**src/rtl/instr_fetch_unit.sv**
```systemverilog
// Instruction fetch unit: drives the PC register, fetches from imem over req/ack
// and hands instructions to decode over valid/ready. FETCH_TIMEOUT_EN adds an ack timeout.
module instr_fetch_unit #(
   parameter logic [31:0] RESET_PC       = 32'h0000_0000,
   parameter int          TIMEOUT_CYCLES = 16
) (
   input  logic        clk,
   input  logic        reset,
   input  logic [31:0] current_pc,
   output logic [31:0] next_pc,
   output logic        imem_req,
   output logic [31:0] imem_addr,
   input  logic        imem_ack,
   input  logic [31:0] imem_rdata,
   output logic [31:0] instr,
   output logic [31:0] instr_pc,
   output logic        instr_valid,
   input  logic        instr_ready,
   input  logic        redirect_valid,
   input  logic [31:0] redirect_target,
   output logic        fetch_fault
);

   typedef enum logic [1:0] {S_REQ, S_HOLD, S_DRAIN, S_HALT} state_e;

   state_e      state_q, state_d;
   logic [31:0] instr_q, instr_d;
   logic [31:0] instr_pc_q, instr_pc_d;
   logic        instr_valid_q, instr_valid_d;
   logic [31:0] drain_addr_q, drain_addr_d;
   logic        fault_q, fault_d;
   logic [31:0] pc_nxt;
   logic [31:0] redir_pc;
   logic        req;
   logic        timeout;

   assign redir_pc = redirect_target & 32'hFFFF_FFFC;

`ifdef FETCH_TIMEOUT_EN
   localparam logic [7:0] TO_LAST = 8'(TIMEOUT_CYCLES - 1);
   logic [7:0] wait_q, wait_d;
`endif

   always_comb begin
      state_d       = state_q;
      instr_d       = instr_q;
      instr_pc_d    = instr_pc_q;
      instr_valid_d = instr_valid_q;
      drain_addr_d  = drain_addr_q;
      fault_d       = fault_q;
      pc_nxt        = current_pc;
      req           = 1'b0;
      imem_addr     = current_pc;
      timeout       = 1'b0;
`ifdef FETCH_TIMEOUT_EN
      timeout = (state_q == S_REQ || state_q == S_DRAIN) && !imem_ack && (wait_q == TO_LAST);
`endif
      case (state_q)
         S_REQ: begin
            req = 1'b1;
            if (timeout) begin
               state_d = S_HALT;
               fault_d = 1'b1;
            end else if (redirect_valid) begin
               pc_nxt        = redir_pc;
               instr_valid_d = 1'b0;
               if (imem_ack) begin
                  state_d = S_REQ;
               end else begin
                  // the outstanding request must still complete; remember its address
                  state_d      = S_DRAIN;
                  drain_addr_d = current_pc;
               end
            end else if (imem_ack) begin
               instr_d       = imem_rdata;
               instr_pc_d    = current_pc;
               instr_valid_d = 1'b1;
               state_d       = S_HOLD;
            end
         end
         S_HOLD: begin
            if (redirect_valid) begin
               pc_nxt        = redir_pc;
               instr_valid_d = 1'b0;
               state_d       = S_REQ;
            end else if (instr_ready) begin
               pc_nxt        = current_pc + 32'd4;
               instr_valid_d = 1'b0;
               state_d       = S_REQ;
            end
         end
         S_DRAIN: begin
            req       = 1'b1;
            imem_addr = drain_addr_q;
            if (timeout) begin
               state_d = S_HALT;
               fault_d = 1'b1;
            end else begin
               if (redirect_valid) pc_nxt = redir_pc;
               if (imem_ack) state_d = S_REQ;
            end
         end
         default: begin
            instr_valid_d = 1'b0;
         end
      endcase
      // reset gates the combinational outputs immediately, not at the next edge
      if (!reset) begin
         req    = 1'b0;
         pc_nxt = RESET_PC;
      end
   end

   assign next_pc     = pc_nxt & 32'hFFFF_FFFC;
   assign imem_req    = req;
   assign instr       = instr_q;
   assign instr_pc    = instr_pc_q;
   assign instr_valid = instr_valid_q;

   always_ff @(posedge clk or negedge reset) begin
      if (!reset) begin
         state_q       <= S_REQ;
         instr_q       <= '0;
         instr_pc_q    <= '0;
         instr_valid_q <= 1'b0;
         drain_addr_q  <= '0;
      end else begin
         state_q       <= state_d;
         instr_q       <= instr_d;
         instr_pc_q    <= instr_pc_d;
         instr_valid_q <= instr_valid_d;
         drain_addr_q  <= drain_addr_d;
      end
   end

`ifdef FETCH_TIMEOUT_EN
   // counter restarts on every entry to a requesting state and on each ack
   always_comb begin
      wait_d = wait_q;
      if (state_d != state_q || imem_ack) wait_d = 8'd0;
      else if (req)                       wait_d = wait_q + 8'd1;
   end

   always_ff @(posedge clk or negedge reset) begin
      if (!reset) begin
         wait_q  <= 8'd0;
         fault_q <= 1'b0;
      end else begin
         wait_q  <= wait_d;
         fault_q <= fault_d;
      end
   end
   assign fetch_fault = fault_q;
`else
   assign fault_q     = 1'b0;
   assign fetch_fault = 1'b0;
`endif

endmodule
```
**config.mk**
```make
export PLATFORM = sky130hd
export DESIGN_NAME = instr_fetch_unit
export DESIGN_NICKNAME = d
export VERILOG_FILES = /design/src/rtl/instr_fetch_unit.sv
export SDC_FILE = /design/constraint.sdc
export NUM_CORES = 1
export LEC_CHECK = 0
export CAP_MARGIN = 40
export CORE_MARGIN = 4
export CORE_UTILIZATION = 46
export CTS_CLUSTER_DIAMETER = 30
export CTS_CLUSTER_SIZE = 16
export DETAILED_ROUTE_END_ITERATION = 12
export GPL_TIMING_DRIVEN = 0
export PLACE_DENSITY = 0.84
export SLEW_MARGIN = 20
export SYNTH_ARGS = -nofsm -noshare
export SYNTH_HDL_FRONTEND = slang
export SYNTH_SLANG_ARGS = --single-unit
```
**constraint.sdc**
```tcl
create_clock -name clk -period 5.2 [get_ports clk]
set_clock_uncertainty 0.1 [all_clocks]
set_input_delay 1.04 -clock clk [delete_from_list [all_inputs] [get_ports clk]]
set_output_delay 1.04 -clock clk [all_outputs]
set_load 0.02 [all_outputs]
```
---- Yosys cells after proc, flatten, opt, wreduce, memory -nomap -nowiden ----
Index checks and enable logic that the tools add are counted.
storage, ports and cells
  input bits .............................. 101
  output and inout port bits .............. 131
  logic and storage cells ................. 41
  bits in registers ....................... 99
operators by class
  reductions and logical operators ........ 7
  mux-type cells .......................... 20
  bitwise gates (word level) .............. 3
  equal/unequal tests ..................... 5
  $add $sub $neg .......................... 1
operator list
  cell                     count
  $mux W32                 5
  $pmux W32 S2             1
  $add A32 B3 Y32 const B  1
  $mux W2                  6
  $reduce_and A3 Y1        3
  $mux W1                  6
  $ne A3 B3 Y1 const B     2
  $pmux W2 S3              1
  $reduce_and A4 Y1        1
  $not A1 Y1               3
  $pmux W1 S3              1
  $reduce_bool A3 Y1       1
  $eq A2 B1 Y1 const B     1
  $eq A2 B2 Y1 const B     1
  $logic_not A2 Y1         1
  $ne A2 B2 Y1 const B     1
  $reduce_or A2 Y1         1

---- Longest topological paths before layout ----
  word-level depth ........................ 5
  gate-level depth with buffers ........... 8

---- Worst setup path after synthesis ----
No wires, ideal clock.
  path kind ............................... input to output
  start ................................... input current_pc[5]
  end ..................................... output next_pc[12]
  cell stages on the path ................. 6
  path slack .............................. 1321 ps
  data arrival time ....................... 2739 ps
  buffers on the path ..................... 1
  path through ............................ buf_2 > and4_1 > and3_1 > and4_1 > nor3_1 > a2111oi_1
on the way
  cells in the longest elaborated chain, start to end .. 5
RTL lines
  element             line  source
  start: declaration  9     input logic [31:0] current_pc,
  $add A32 B3 Y32     87    pc_nxt = current_pc + 32'd4;
  $mux W32            86    end else if (instr_ready) begin
  $mux W32            82    if (redirect_valid) begin
  $pmux W32 S2        58    case (state_q)
  $mux W32            108   if (!reset) begin
  end: declaration    10    output logic [31:0] next_pc,
Every way passes these cells.

---- Final worst setup path ----
  start ................................... input current_pc[2]
  end ..................................... output next_pc[12]
The elaborated chain is that of the path after synthesis.

==> results.yml <==
status:
  status: "finished, final reports clean"
setup_path:
  cp_num_buf_inv: 2
  r2r_slack_ns: 2.75
  path_max_fanout: 7
  crit_chain: "clkdlybuf4s50_1, ha_1, and3_1, and3_1, and4_1, nor3_1, a2111oi_1, clkdlybuf4s50_1"
  worstPathRequired_ns: 4.06
  cpPeakStageDelay_ns: 0.72
  cp_slowest_cell: "clkdlybuf4s50_1"
  startpoint: "current_pc[2]"
  cp-start-kind: "primary input"
  r2r-end: "instr_pc[23]$_DFFE_PN0P_"
  cp-end-kind: "output port"
  worstPathArrival_ns: 3.98
  crit_family: "buffers and inverters"
  critPathKind: "primary input to output port"
  r2r_start: "state_q[0]$_DFFE_PN0P_"
  reg2reg_depth: 7
sta:
  slew_violations: 0
  min_period_ns: 5.12
  worstMarginPinSlew_ns: 0.732
  period_share_pct: 98.5
  hold_violations: 0
  max_freq_ghz: 0.195
  setup_viol: 0
  slew_headroom_pct: 51.2
routing:
  routed_wl_um: 20800
  wire_per_inst_um: 21.7
  drt_iter0_drc: 469
  postRouteAntennaNets: 0
  route.vias.total: 5573
  drc: 0
  vias_per_cell: 5.82
  firstDrtPassIters: 5
cells_and_area:
  final_cell_count_no_fill: 957
  fin_util_pct: 70.1
  diodes: 0
  fin_nets: 891
  layout-drive-gt1-share_pct: 21.8
  areaGrowthSynthToFinish_pct: 47.2
  n_fill_cell: 922
clock_tree:
  clkSlewWorstSetupHoldPaths_ns: 0.07
  htree_levels: 3
  insertion_delay_ns: 0.35
  clock_path_buffers: 2
  clockRootBuffer: "clkbuf_16"
  cts.sinks: 99
  cts_buffers: 9
  cts_tree: "built"
  ctsHoldBuffers: 0
die:
  die_area_sq_um: 14500
  rows: 40
  dieHeight_um: 120
  core_area_sq_um: 12200
  ios: 232
  start_util_pct: 47.6
  die_w_um: 120
logic_synthesis:
  syn_area_per_cell_sq_um: 10.5
  synth-warning-count: 0
  synth.most_common_cell: "mux2_2"
  synthArstFlopShare_pct: 100
  synth_edf_count: 0
  ys_seq_elements: 99
  netlist-cell-type-count: 65
  synth_top_area_share_pct: 42.8
  ys_seq_area_share_pct: 42.8
  postSynthCellCount: 549
  synth_commonest_cells: "mux2_2 (117), dfrtp_1 (99), o21ai_0 (42), nand2_1 (41), nor2_1 (21)"
  yosys-top-cells-area: "dfrtp_1 (43%), mux2_2 (23%), o21ai_0 (3.6%), nand2_1 (2.7%), a21oi_1 (1.6%)"
  ys.flop_type: "dfrtp_1"
  syn_area_sq_um: 5790
  synth_area_leader_cell: "dfrtp_1"
grt:
  grt_use_total_pct: 28.6
  antenna_found_initial: 0
  grt_pass1_wl_um: 32000
  grt_overflow_total: 0
  grt_max_degree: 75
  grt_pass1_vias: 5885
min_path:
  hold_path_end: "instr_pc[30]$_DFFE_PN0P_"
  min_path_type: "register to register"
  min_path_cells: 2
  hp-start: "instr_pc[30]$_DFFE_PN0P_"
place:
  portBuffers: 219
  dp_hpwl_um: 15800
  dp_cells: 939
  gp_congestion: 0.930
pwr:
  ir_drop_v: 0.000439
  power_density_nw_per_um2: 549
  p_total_mw: 4.68
  leakage_nw: 3.40
job:
  max-cap-violations: 0
-- area by class of cell --
cell class	count	area (sq um)	area share, %
multi-input cells	396	3090	36.2
flip-flops and latches	99	2480	29.1
repair buffers	222	2240	26.2
clock buffers	11	233	2.73
well taps	168	210	2.47
plain buffers	46	208	2.44
inverters	10	37.5	0.440
clock inverters	5	35.0	0.411
-- registers in the layout, summed over array words and instances (netlist names) --
register,cells
state_q,2
instr_pc,32
instr,32
instr_valid,1
drain_addr_q,32
-- through the flow --
stage	TNS (ns)	hold WS (ns)	setup slack [ns]	area [sq um]
floorplan	0	0.350	1.32	5800
global placement	-150.86	0.363	-3.12	8200
detailed placement	0	0.373	0.118	8230
CTS	0	0.389	0.0933	8500
global route	-0.00294	0.418	-0.00294	8530
finish	0	0.388	0.0772	8530
-- layout by cell type (no fill, tap or decap), drive strengths merged, types with 4 or more instances in the layout --
master	Yosys	layout
clkdlybuf4s50	0	218
mux2	117	117
dfrtp	99	99
o21ai	43	43
nand2	42	42
clkbuf	21	32
buf	25	29
nor2	23	23
a21oi	19	19
nor3	15	15
nand3	12	12
inv	9	11
nand4	11	11
mux2i	9	9
and3	7	7
o21a	7	7
and4	6	6
ha	6	6
a221oi	6	6
o22ai	5	5
a31oi	5	5
nor4	5	5
o221ai	4	4
a2bb2oi	4	4
-- cells by family (layout without fill, tap and decap cells) --
| kind of cell | after synthesis | in the layout | share of synthesized area (%) |
|---|---|---|---|
| AO/OA/AOI/OAI | 124 | 124 | 14.4 |
| multiplexers | 126 | 126 | 24.3 |
| other | 1 | 3 | 0.0647 |
| AND/OR/NAND/NOR | 136 | 136 | 12.8 |
| flip-flops | 99 | 99 | 42.8 |
| adder cells (fa/ha/maj) | 6 | 6 | 1.30 |
| buffers and inverters | 56 | 294 | 4.23 |
| XOR/XNOR | 1 | 1 | 0.151 |
-- report_power, final --
part | internal, mW | total (mW) | switching [mW]
Combinational | 1.31 | 2.69 | 1.38
Clock | 0.327 | 0.630 | 0.303
Sequential | 1.16 | 1.36 | 0.204
Total | 2.80 | 4.68 | 1.88
-- worst max-delay path by stage --
stage | cells past startpoint | endpoint | slack, ns
finish | 8 | next_pc[12] | 0.08
global route | 8 | next_pc[12] | -0.003
CTS | 8 | next_pc[18] | 0.09
detailed placement | 8 | next_pc[18] | 0.12
global placement | 4 | next_pc[12] | -3.12
floorplan | 6 | next_pc[12] | 1.32
-- worst reg2reg max path, delay by kind of cell (launching register included) --
family,cells,cell delay (ns)
buf+inv,3,0.84
flops,1,0.41
mux,1,0.38
simple gates,2,0.35
fa+ha+maj,1,0.25
-- metal layers --
metal	up-vias	global-route usage, %	share of wire (%)
li1	2516	-	-
met1	2738	33.5	39
met2	282	48.3	48
met3	37	9.35	10
met4	0	12.2	3.0
met5	-	0	0
-- what timing repair did --
action                     4_1_cts  5_1_grt
setup endpoints to repair        0        5
gates resized for setup          0        2
setup buffers                    0        2
Note: power is estimated with default switching activity, not from simulation.
